--- src/rtl/turfio_pkg.sv ---
// Shared constants and types for the TURFIO CIN merge path.
package turfio_pkg;

  localparam logic [31:0] CIN_TRAIN_VALUE = 32'hA55A6996;
  localparam int          CIN_NUM_LANE    = 7;
  localparam int          CIN_TUSER_W     = 3;

  typedef logic [31:0] cin_word_t;

  function automatic int lane_bits(input int n);
    return (n > 1) ? $clog2(n) : 1;
  endfunction

endpackage

--- src/rtl/turfio_lane_fifo.sv ---
// Per-lane word FIFO; pointers carry one extra wrap bit so full and empty
// are distinguishable without a separate count.
module turfio_lane_fifo
  import turfio_pkg::*;
#(
  parameter int DEPTH = 4
) (
  input  logic      clk,
  input  logic      rst,
  input  logic      write,
  input  cin_word_t wr_data,
  input  logic      read,
  output cin_word_t rd_data,
  output logic      empty,
  output logic      full
);

  localparam int AW = $clog2(DEPTH);

  logic [AW:0] wr_ptr;
  logic [AW:0] rd_ptr;
  cin_word_t   mem [DEPTH];

  assign empty   = (wr_ptr == rd_ptr);
  assign full    = (wr_ptr[AW] != rd_ptr[AW]) && (wr_ptr[AW-1:0] == rd_ptr[AW-1:0]);
  assign rd_data = mem[rd_ptr[AW-1:0]];

  always_ff @(posedge clk) begin
    if (rst) begin
      wr_ptr <= '0;
      rd_ptr <= '0;
    end else begin
      if (write && !full) wr_ptr <= wr_ptr + (AW+1)'(1);
      if (read && !empty) rd_ptr <= rd_ptr + (AW+1)'(1);
    end
  end

  always_ff @(posedge clk) begin
    if (write && !full) mem[wr_ptr[AW-1:0]] <= wr_data;
  end

endmodule

--- src/rtl/turfio_cin_merge.sv ---
// Merges the CIN lanes of one port into a single stream: per-lane FIFOs,
// round-robin arbiter, one-word output register and sticky overflow flags.
module turfio_cin_merge
  import turfio_pkg::*;
#(
  parameter logic [31:0] TRAIN_VALUE = CIN_TRAIN_VALUE,
  parameter int          NUM_LANE    = CIN_NUM_LANE,
  parameter int          FIFO_DEPTH  = 4
) (
  input  logic                  clk_i,
  input  logic                  rst_i,
  input  logic [32*NUM_LANE-1:0] cin_command_i,
  input  logic [NUM_LANE-1:0]   cin_valid_i,
  input  logic [NUM_LANE-1:0]   lane_enable_i,
  input  logic                  drop_train_i,
  output logic [31:0]           m_tdata_o,
  output logic [2:0]            m_tuser_o,
  output logic                  m_tvalid_o,
  input  logic                  m_tready_i,
  output logic [NUM_LANE-1:0]   overflow_o,
  input  logic                  overflow_clr_i
);

  localparam int LANE_W = lane_bits(NUM_LANE);

  logic [NUM_LANE-1:0] qual;
  logic [NUM_LANE-1:0] fifo_wr;
  logic [NUM_LANE-1:0] fifo_rd;
  logic [NUM_LANE-1:0] fifo_empty;
  logic [NUM_LANE-1:0] fifo_full;
  cin_word_t           fifo_dout [NUM_LANE];

  logic [LANE_W-1:0] rr;
  logic [LANE_W-1:0] rr_next;
  logic [LANE_W-1:0] grant_idx;
  logic              grant_vld;
  logic              load_ok;

  for (genvar k = 0; k < NUM_LANE; k++) begin : g_lane
    assign qual[k] = cin_valid_i[k] & lane_enable_i[k]
                   & ~(drop_train_i & (cin_command_i[32*k +: 32] == TRAIN_VALUE));
    // Full is judged on the pre-edge state: a same-cycle read does not make room.
    assign fifo_wr[k] = qual[k] & ~fifo_full[k];
    assign fifo_rd[k] = grant_vld && (grant_idx == LANE_W'(k));

    turfio_lane_fifo #(
      .DEPTH (FIFO_DEPTH)
    ) u_fifo (
      .clk     (clk_i),
      .rst     (rst_i),
      .write   (fifo_wr[k]),
      .wr_data (cin_command_i[32*k +: 32]),
      .read    (fifo_rd[k]),
      .rd_data (fifo_dout[k]),
      .empty   (fifo_empty[k]),
      .full    (fifo_full[k])
    );
  end

  assign load_ok = !m_tvalid_o || m_tready_i;

  always_comb begin
    int                cand;
    logic [LANE_W-1:0] lane;
    grant_vld = 1'b0;
    grant_idx = '0;
    cand      = 0;
    lane      = '0;
    for (int i = 0; i < NUM_LANE; i++) begin
      cand = int'(rr) + i;
      if (cand >= NUM_LANE) cand = cand - NUM_LANE;
      lane = cand[LANE_W-1:0];
      if (load_ok && !grant_vld && !fifo_empty[lane]) begin
        grant_vld = 1'b1;
        grant_idx = lane;
      end
    end
  end

  assign rr_next = (grant_idx == LANE_W'(NUM_LANE-1)) ? '0 : grant_idx + LANE_W'(1);

  always_ff @(posedge clk_i) begin
    if (rst_i) begin
      rr         <= '0;
      m_tvalid_o <= 1'b0;
      m_tdata_o  <= '0;
      m_tuser_o  <= '0;
      overflow_o <= '0;
    end else begin
      if (grant_vld) begin
        m_tvalid_o <= 1'b1;
        m_tdata_o  <= fifo_dout[grant_idx];
        m_tuser_o  <= 3'(grant_idx);
        rr         <= rr_next;
      end else if (m_tready_i) begin
        m_tvalid_o <= 1'b0;
      end
      // A fresh overflow outranks a coincident clear.
      overflow_o <= (overflow_o & ~{NUM_LANE{overflow_clr_i}}) | (qual & fifo_full);
    end
  end

endmodule

--- config.mk ---
export PLATFORM = sky130hd
export DESIGN_NAME = turfio_cin_merge
export DESIGN_NICKNAME = d
export VERILOG_FILES = /design/src/rtl/turfio_pkg.sv /design/src/rtl/turfio_lane_fifo.sv /design/src/rtl/turfio_cin_merge.sv
export SDC_FILE = /design/constraint.sdc
export NUM_CORES = 1
export LEC_CHECK = 0
export CAP_MARGIN = 20
export CORE_ASPECT_RATIO = 0.8
export CORE_UTILIZATION = 50
export CTS_CLUSTER_DIAMETER = 40
export CTS_CLUSTER_SIZE = 12
export DETAILED_ROUTE_END_ITERATION = 10
export PLACE_DENSITY = 0.72
export SYNTH_ARGS = -nofsm -noshare
export SYNTH_HDL_FRONTEND = slang
export SYNTH_SLANG_ARGS = --single-unit
export TNS_END_PERCENT = 30
--- constraint.sdc ---
create_clock -name clk_i -period 6.2 [get_ports clk_i]
set_input_delay 0.62 -clock clk_i [delete_from_list [all_inputs] [get_ports clk_i]]
set_output_delay 0.62 -clock clk_i [all_outputs]
set_load 0.005 [all_outputs]
==> out/results.tsv, run 1 <==
stage	metric	value	unit
logic_synthesis	Post-Syn Area	41300	µm²
clocking	clock sinks	998	
power	sequential share of power	32.6	%
logic_synthesis	top post-synthesis cells by area	edfxtp_1 (65%), mux4_2 (12%), dfxtp_1 (4.9%)	
cells_and_area	layout cell share with drive strength beyond 1	19.5	%
logic_synthesis	#FFs+latches synth	998	
routing	via-per-instance ratio	6.32	
timing	max_slew headroom	23.4	%
timing	Worst-Margin Slew	1140	ps
logic_synthesis	Synth top area share	65.2	%
setup_path	Worst Setup End Kind	flop	
routing	detailed-route via count	24165	
cells_and_area	cell area after layout	49100	µm²
global_route	Total GRT Usage	27.6	%
cells_and_area	NumNets Final	2939	
timing	final number of setup-violating endpoints	0	
global_route	total gr overflow	0	
setup_path	crit-path leading delay family	compound AO/OA/AOI/OAI gates	
power	Tot Pwr	0.0243	W
clocking	post-CTS setup buffers	0	
power	sw power	0.00946	W
clocking	number of gates resized after cts	0	
clocking	Post-CTS Hold Buffers	0	
clocking	CTS root buf	clkbuf_16	
setup_path	Startpoint Class	flop	
setup_path	Critical Path RT	6720	ps
timing	final worst clock skew	53.4	ps
power	LEAKAGE	15.8	nW
floorplanning	Die H	259	µm
power	highest ir drop seen on vdd	0.000954	V
routing	per-cell routed wire length	30.1	µm
setup_path	Crit-path slowest cell	o21ai_0	
floorplanning	IO Count	286	
clocking	CTS Buf Count	115	
clocking	TritonCTS clock tree	done	
routing	1st-iter DRT viols	3311	
routing	final WL	115000	µm
timing	final setup margin	633	ps
setup_path	WP buf/inv	3	
global_route	vias in the first global route	23367	
clocking	Clock Pin Slew Worst Setup and Hold Paths	60	ps
floorplanning	Initial Utilization	50.9	%
global_route	initial antenna violation count	12	
logic_synthesis	Async SR Flop Fraction	0	%
logic_synthesis	synthesized area per cell	17.8	µm²
timing	final worst-path cycle share	89.8	%
logic_synthesis	syn_nets	2609	
logic_synthesis	Mapped Cells	2317	
power	Comb power frac	41.0	%
timing	final hold viol count	0	
power	Clk pwr share	26.4	%
setup_path	r2r startpoint	rr[1]$_SDFFE_PP0N_	
setup_path	CP startpoint	rr[1]$_SDFFE_PP0N_	
routing	drt pass-1 iters	6	
global_route	first-pass GRT wire length	164000	µm
setup_path	max incr delay on CP	660	ps
timing	Max Freq	0.180	GHz
placed_design	dpl ws	731	ps
logic_synthesis	Unique masters post-synth	92	
setup_path	critical path, cell by cell	inv_1, ha_1, inv_1, fa_1, o21ai_1, mux2_2, o22ai_1, o41ai_2, and4b_4, and2_4, nand2_4, buf_4, a21boi_0, o21ai_0, a31oi_1	
logic_synthesis	Yosys top cell by area	edfxtp_1	
timing	fin. max-slew vios	0	
setup_path	crit-path most repeated cell	inv_1	
outcome	run status	finished, final reports clean	
worst_hold_path	worst hold start	overflow_o[5]$_SDFF_PP0_	
placed_design	GPL Wtd Cong	0.959	
floorplanning	die area	83700	µm²
power	sw frac	38.9	%
run	maxcap violations	0	
logic_synthesis	Post-synth top flop	edfxtp_1	
setup_path	Crit Path Class	reg -> reg	
power	Pint	0.0149	W
power	PwrDens	496	nW/µm²
routing	post-route ant nets	0	
placed_design	post-detail-place hpwl	80600	µm
floorplanning	core footprint	81100	µm²
logic_synthesis	synth warn	0	
clocking	CTS H-tree depth	3	
placed_design	number of port buffers	285	
floorplanning	Core Rows	93	
setup_path	crit path max fanout	56	
logic_synthesis	synth cell count leaders	edfxtp_1 (896), mux4_2 (225), clkbuf_1 (103), dfxtp_1 (102), o21ai_0 (75)	
clocking	worst-case clock buffer depth	3	
placed_design	placed cell area	45400	µm²
cells_and_area	Area Overhead vs Synth	18.9	%
logic_synthesis	top-count cell post-synth	edfxtp_1	
setup_path	critical path arrival	6090	ps
routing	Post-route DRC	0	
timing	setup_tns	0	ps
timing	unrepaired setup endpoints after global routing	false	
clocking	clk_lat worst skew	700	ps
logic_synthesis	Post-synth EDFFs	896	
cells_and_area	post-layout util	60.5	%
worst_hold_path	HP Class	reg -> reg	
logic_synthesis	register area share after synthesis	70.2	%
global_route	pin count of the biggest net entering global routing	123	
timing	min Tclk post-route	5570	ps
floorplanning	Die Wd	323	µm
-- cell families after synthesis --
kind of cell | after synthesis | share of synthesized area (%)
AOI/OAI and AO/OA | 375 | 6.38
xor gates and xnor gates | 45 | 0.974
adders and majority gates | 49 | 1.50
buffers and inverters | 168 | 1.70
DFF | 998 | 70.2
muxes | 257 | 13.1
and+or+nand+nor | 425 | 6.14
-- flip-flops by register name, indices dropped and copies added (netlist names), named ones only --
signal / flops
g_lane.u_fifo.mem: 896
m_tdata_o: 32
g_lane.u_fifo.rd_ptr: 21
g_lane.u_fifo.wr_ptr: 21
overflow_o: 7
m_tuser_o: 3
rr: 3
m_tvalid_o: 1
-- layer usage --
layer | GRT usage [%] | vias up | routed length [µm] | part of all wire (%)
met4 | 10.7 | 2 | 4610 | 4.0
met3 | 6.49 | 198 | 11400 | 9.9
li1 | - | 10164 | - | -
met5 | 0 | - | 10 | 0.0087
met2 | 40.0 | 1304 | 51500 | 45
met1 | 40.7 | 12497 | 47800 | 41
-- worst register-to-register path, delay by kind of cell, from the launching register on --
family / cells / cell delay (ps)
AO/OA/AOI/OAI: 6 / 2020
buffers and inverters: 3 / 900
AND/OR/NAND/NOR: 3 / 830
adder cells (fa/ha/maj): 2 / 730
flip-flops: 1 / 540
multiplexers: 1 / 380
-- final cells by class --
class | instances | area (µm²)
diodes | 3 | 7.51
repair buffers | 351 | 3380
multi-input cells | 1151 | 11600
inverters | 30 | 115
clock inverters | 57 | 568
clock buffers | 143 | 3050
fillers | 5778 | 32000
flip-flops and latches | 998 | 29000
well taps | 1092 | 1370
-- power by group through the flow --
stage | Combinational, W | Sequential [W] | Clock (W)
after floorplan | 0.00638 | 0.00790 | 0
after global placement | 0.00955 | 0.00806 | 0
after detailed placement | 0.00965 | 0.00807 | 0
after CTS | 0.00969 | 0.00793 | 0.00649
after global routing | 0.0104 | 0.00795 | 0.00675
final | 0.00998 | 0.00793 | 0.00641
-- worst paths after layout --
path | slack [ps] | cells after the start | endpoint
max | 630 | 15 | m_tdata_o[16]$_SDFFE_PP0N_
min | 500 | 2 | overflow_o[5]$_SDFF_PP0_
max reg2reg | 630 | 15 | m_tdata_o[16]$_SDFFE_PP0N_
min reg2reg | 500 | 2 | overflow_o[5]$_SDFF_PP0_
-- placed cells by master, fill, tap and decap left out, types with 11 or more instances in the layout --
cell type        instances
and2_1                  37
nand4_1                 16
nor4bb_1                30
clkbuf_16              116
o21ai_0                 75
and3_1                  38
a211o_1                 13
inv_1                   28
xor2_1                  23
mux4_2                 225
a21oi_1                 61
nor3_1                  27
o31ai_1                 20
clkdlybuf4s50_1        284
a22oi_1                 17
clkinv_2                13
nand3_1                 74
mux2_2                  14
a41oi_1                 12
nor4_1                  11
clkbuf_1                22
nand3b_1                13
dfxtp_1                 94
buf_4                   64
a21o_1                  11
o21ai_1                 17
inv_6                   12
mux2i_1                 15
nand2_1                 40
a21boi_0                32
edfxtp_1               896
ha_1                    48
xnor2_1                 21
o211ai_1                18
a311oi_1                13
nor2_1                  70
o211a_1                 13
a31oi_1                 13
-- per-stage QoR --
step | cells | hold WS (ps)
after floorplan | 2317 | 453
after global placement | 3622 | 476
after detailed placement | 3622 | 484
after CTS | 3822 | 500
after global routing | 3823 | 516
final | 3825 | 496
Power figures use the tool's default switching activity.
==> run 2, diff against run 1 <==
Settings changed: CAP_MARGIN 20 to 40.
==> out/results.tsv, run 2 (synthesis results as in run 1) <==
stage	metric	value	unit	change
routing	per-cell routed wire length	30.2	µm	+0.28%
floorplanning	Initial Utilization	50.9	%	unchanged
timing	final worst clock skew	28.1	ps	-25.3 ps
routing	final WL	116000	µm	+0.41%
clocking	worst-case clock buffer depth	3		unchanged
routing	Post-route DRC	0		unchanged
outcome	run status	finished, final reports clean		
clocking	Clock Pin Slew Worst Setup and Hold Paths	60	ps	about the same
worst_hold_path	Hold Path Stages	2		unchanged
routing	drt pass-1 iters	6		unchanged
routing	1st-iter DRT viols	3391		+2.4%
clocking	number of gates resized after cts	0		unchanged
worst_hold_path	worst hold endpoint	g_lane[3].u_fifo.wr_ptr[1]$_SDFFE_PP0P_		
setup_path	r2r startpoint	rr[1]$_SDFFE_PP0N_		
power	highest ir drop seen on vdd	0.000752	V	-21%
timing	final worst-path cycle share	89.6	%	-0.19 points
power	PwrDens	495	nW/µm²	-0.16%
timing	final hold viol count	0		unchanged
setup_path	R2R Setup Slk	650	ps	about the same
setup_path	Worst Setup End Kind	flop		
routing	post-route ant nets	0		unchanged
global_route	initial antenna violation count	11		-1
setup_path	Startpoint Class	flop		
clocking	CTS Buf Count	117		+1.7%
floorplanning	IO Count	286		unchanged
timing	unrepaired setup endpoints after global routing	false		
clocking	TritonCTS clock tree	done		
global_route	Total GRT Usage	27.7	%	+0.068 points
run	maxcap violations	0		unchanged
placed_design	GPL Wtd Cong	0.959		unchanged
clocking	CTS H-tree depth	3		unchanged
floorplanning	Core Rows	93		unchanged
setup_path	crit path max fanout	56		unchanged
setup_path	critical path arrival	6100	ps	about the same
clocking	CTS root buf	clkbuf_16		
floorplanning	Die H	259	µm	unchanged
timing	max_slew headroom	40.9	%	+18 points
cells_and_area	layout cell share with drive strength beyond 1	19.7	%	+0.24 points
setup_path	Crit Path Class	reg -> reg		
worst_hold_path	HP Class	in -> reg		
timing	Worst-Margin Slew	886	ps	-257 ps
setup_path	Worst R2R Path Depth	15		unchanged
global_route	total gr overflow	0		unchanged
cells_and_area	post-layout util	60.6	%	+0.14 points
clocking	post-CTS setup buffers	0		unchanged
cells_and_area	Largest register FFs	896		unchanged
power	LEAKAGE	15.8	nW	+0.31%
timing	Max Freq	0.180	GHz	+0.21%
worst_hold_path	worst hold start	rst_i		
floorplanning	core footprint	81100	µm²	unchanged
clocking	clk_lat worst skew	700	ps	about the same
setup_path	Critical Path RT	6740	ps	+20 ps
clocking	clock sinks	998		unchanged
power	Tot Pwr	0.0243	W	about the same
global_route	first-pass GRT wire length	165000	µm	+0.36%
cells_and_area	Area Overhead vs Synth	19.2	%	
placed_design	number of port buffers	285		unchanged
timing	fin. max-slew vios	0		unchanged
timing	final number of setup-violating endpoints	0		unchanged
setup_path	worst flop-to-flop path endpoint	m_tdata_o[16]$_SDFFE_PP0N_		
timing	min Tclk post-route	5550	ps	-11.9 ps
timing	setup_tns	0	ps	unchanged
clocking	Post-CTS Hold Buffers	0		unchanged
global_route	pin count of the biggest net entering global routing	123		unchanged
floorplanning	die area	83700	µm²	unchanged
placed_design	post-detail-place hpwl	80800	µm	+0.31%
cells_and_area	NumNets Final	2947		+0.27%
cells_and_area	commonest non-fill, non-tap cell in the layout	edfxtp_1		
routing	detailed-route via count	24236		+0.29%
routing	via-per-instance ratio	6.33		+0.16%
floorplanning	Die Wd	323	µm	unchanged
global_route	vias in the first global route	23624		+1.1%
cells_and_area	most frequent cells in the layout	edfxtp_1 (896), clkdlybuf4s50_1 (284), mux4_2 (225)		
run 2: cell count changes in the layout (fill, tap and decap cells not counted), sizes merged:
cell,previous run,this run
buf,67,73
clkinv,27,36
diode,3,1
clkinvlp,7,8
clkbuf,143,134
run 2: worst max-delay path: stages (launching register included):
cell	delay (ps)
dfxtp_1	550
inv_1	260
ha_1	260
inv_1	60
fa_1	490
o21ai_1	430
mux2_2	390
o22ai_1	400
o41ai_2	150
and4b_4	270
and2_4	170
nand2_4	390
buf_4	560
a21boi_0	180
o21ai_0	630
a31oi_1	170
run 2: how the worst max path moves through the flow:
stage	start	end	cells after the start
2_1_floorplan	rr[1]$_SDFFE_PP0N_	g_lane[3].u_fifo.rd_ptr[2]$_SDFFE_PP0P_	20
3_3_place_gp	rr[1]$_SDFFE_PP0N_	m_tdata_o[16]$_SDFFE_PP0N_	15
3_5_place_dp	rr[1]$_SDFFE_PP0N_	m_tdata_o[16]$_SDFFE_PP0N_	15
4_1_cts	rr[1]$_SDFFE_PP0N_	m_tdata_o[16]$_SDFFE_PP0N_	15
5_1_grt	rr[1]$_SDFFE_PP0N_	m_tdata_o[9]$_SDFFE_PP0N_	15
6_report	rr[1]$_SDFFE_PP0N_	m_tdata_o[16]$_SDFFE_PP0N_	15
run 2: final cells by class:
type	count	area, µm²
Fill cell	5762	31900
Sequential cell	998	29000
Multi-Input combinational cell	1151	11600
Timing Repair Buffer	357	3480
Clock buffer	134	3000
Tap cell	1092	1370
Clock inverter	67	631
Inverter	30	115
Antenna cell	1	2.50
run 2: power by group:
group / internal [W] / leakage (nW) / switching, W
Clock: 0.00370 / 1.76 / 0.00274
Sequential: 0.00766 / 8.98 / 0.000257
Combinational: 0.00351 / 5.10 / 0.00647
Total: 0.0149 / 15.8 / 0.00947
run 2: metal layers:
layer	vias to the layer above	GRT usage [%]	share of wire, %
met3	206	5.59	9.6
met4	4	10.9	4.0
met1	12503	40.8	41
met5	-	0	0.023
li1	10182	-	-
met2	1341	40.8	45
run 2: metrics by stage:
stage	instance area, µm²	hold slack, ps	std cells	setup WS, ps
final	49200	386	3830	645
after global routing	49200	389	3829	497
after CTS	49200	351	3829	749
after detailed placement	45500	485	3628	767
after global placement	45400	476	3622	849
after floorplan	41300	453	2317	1790
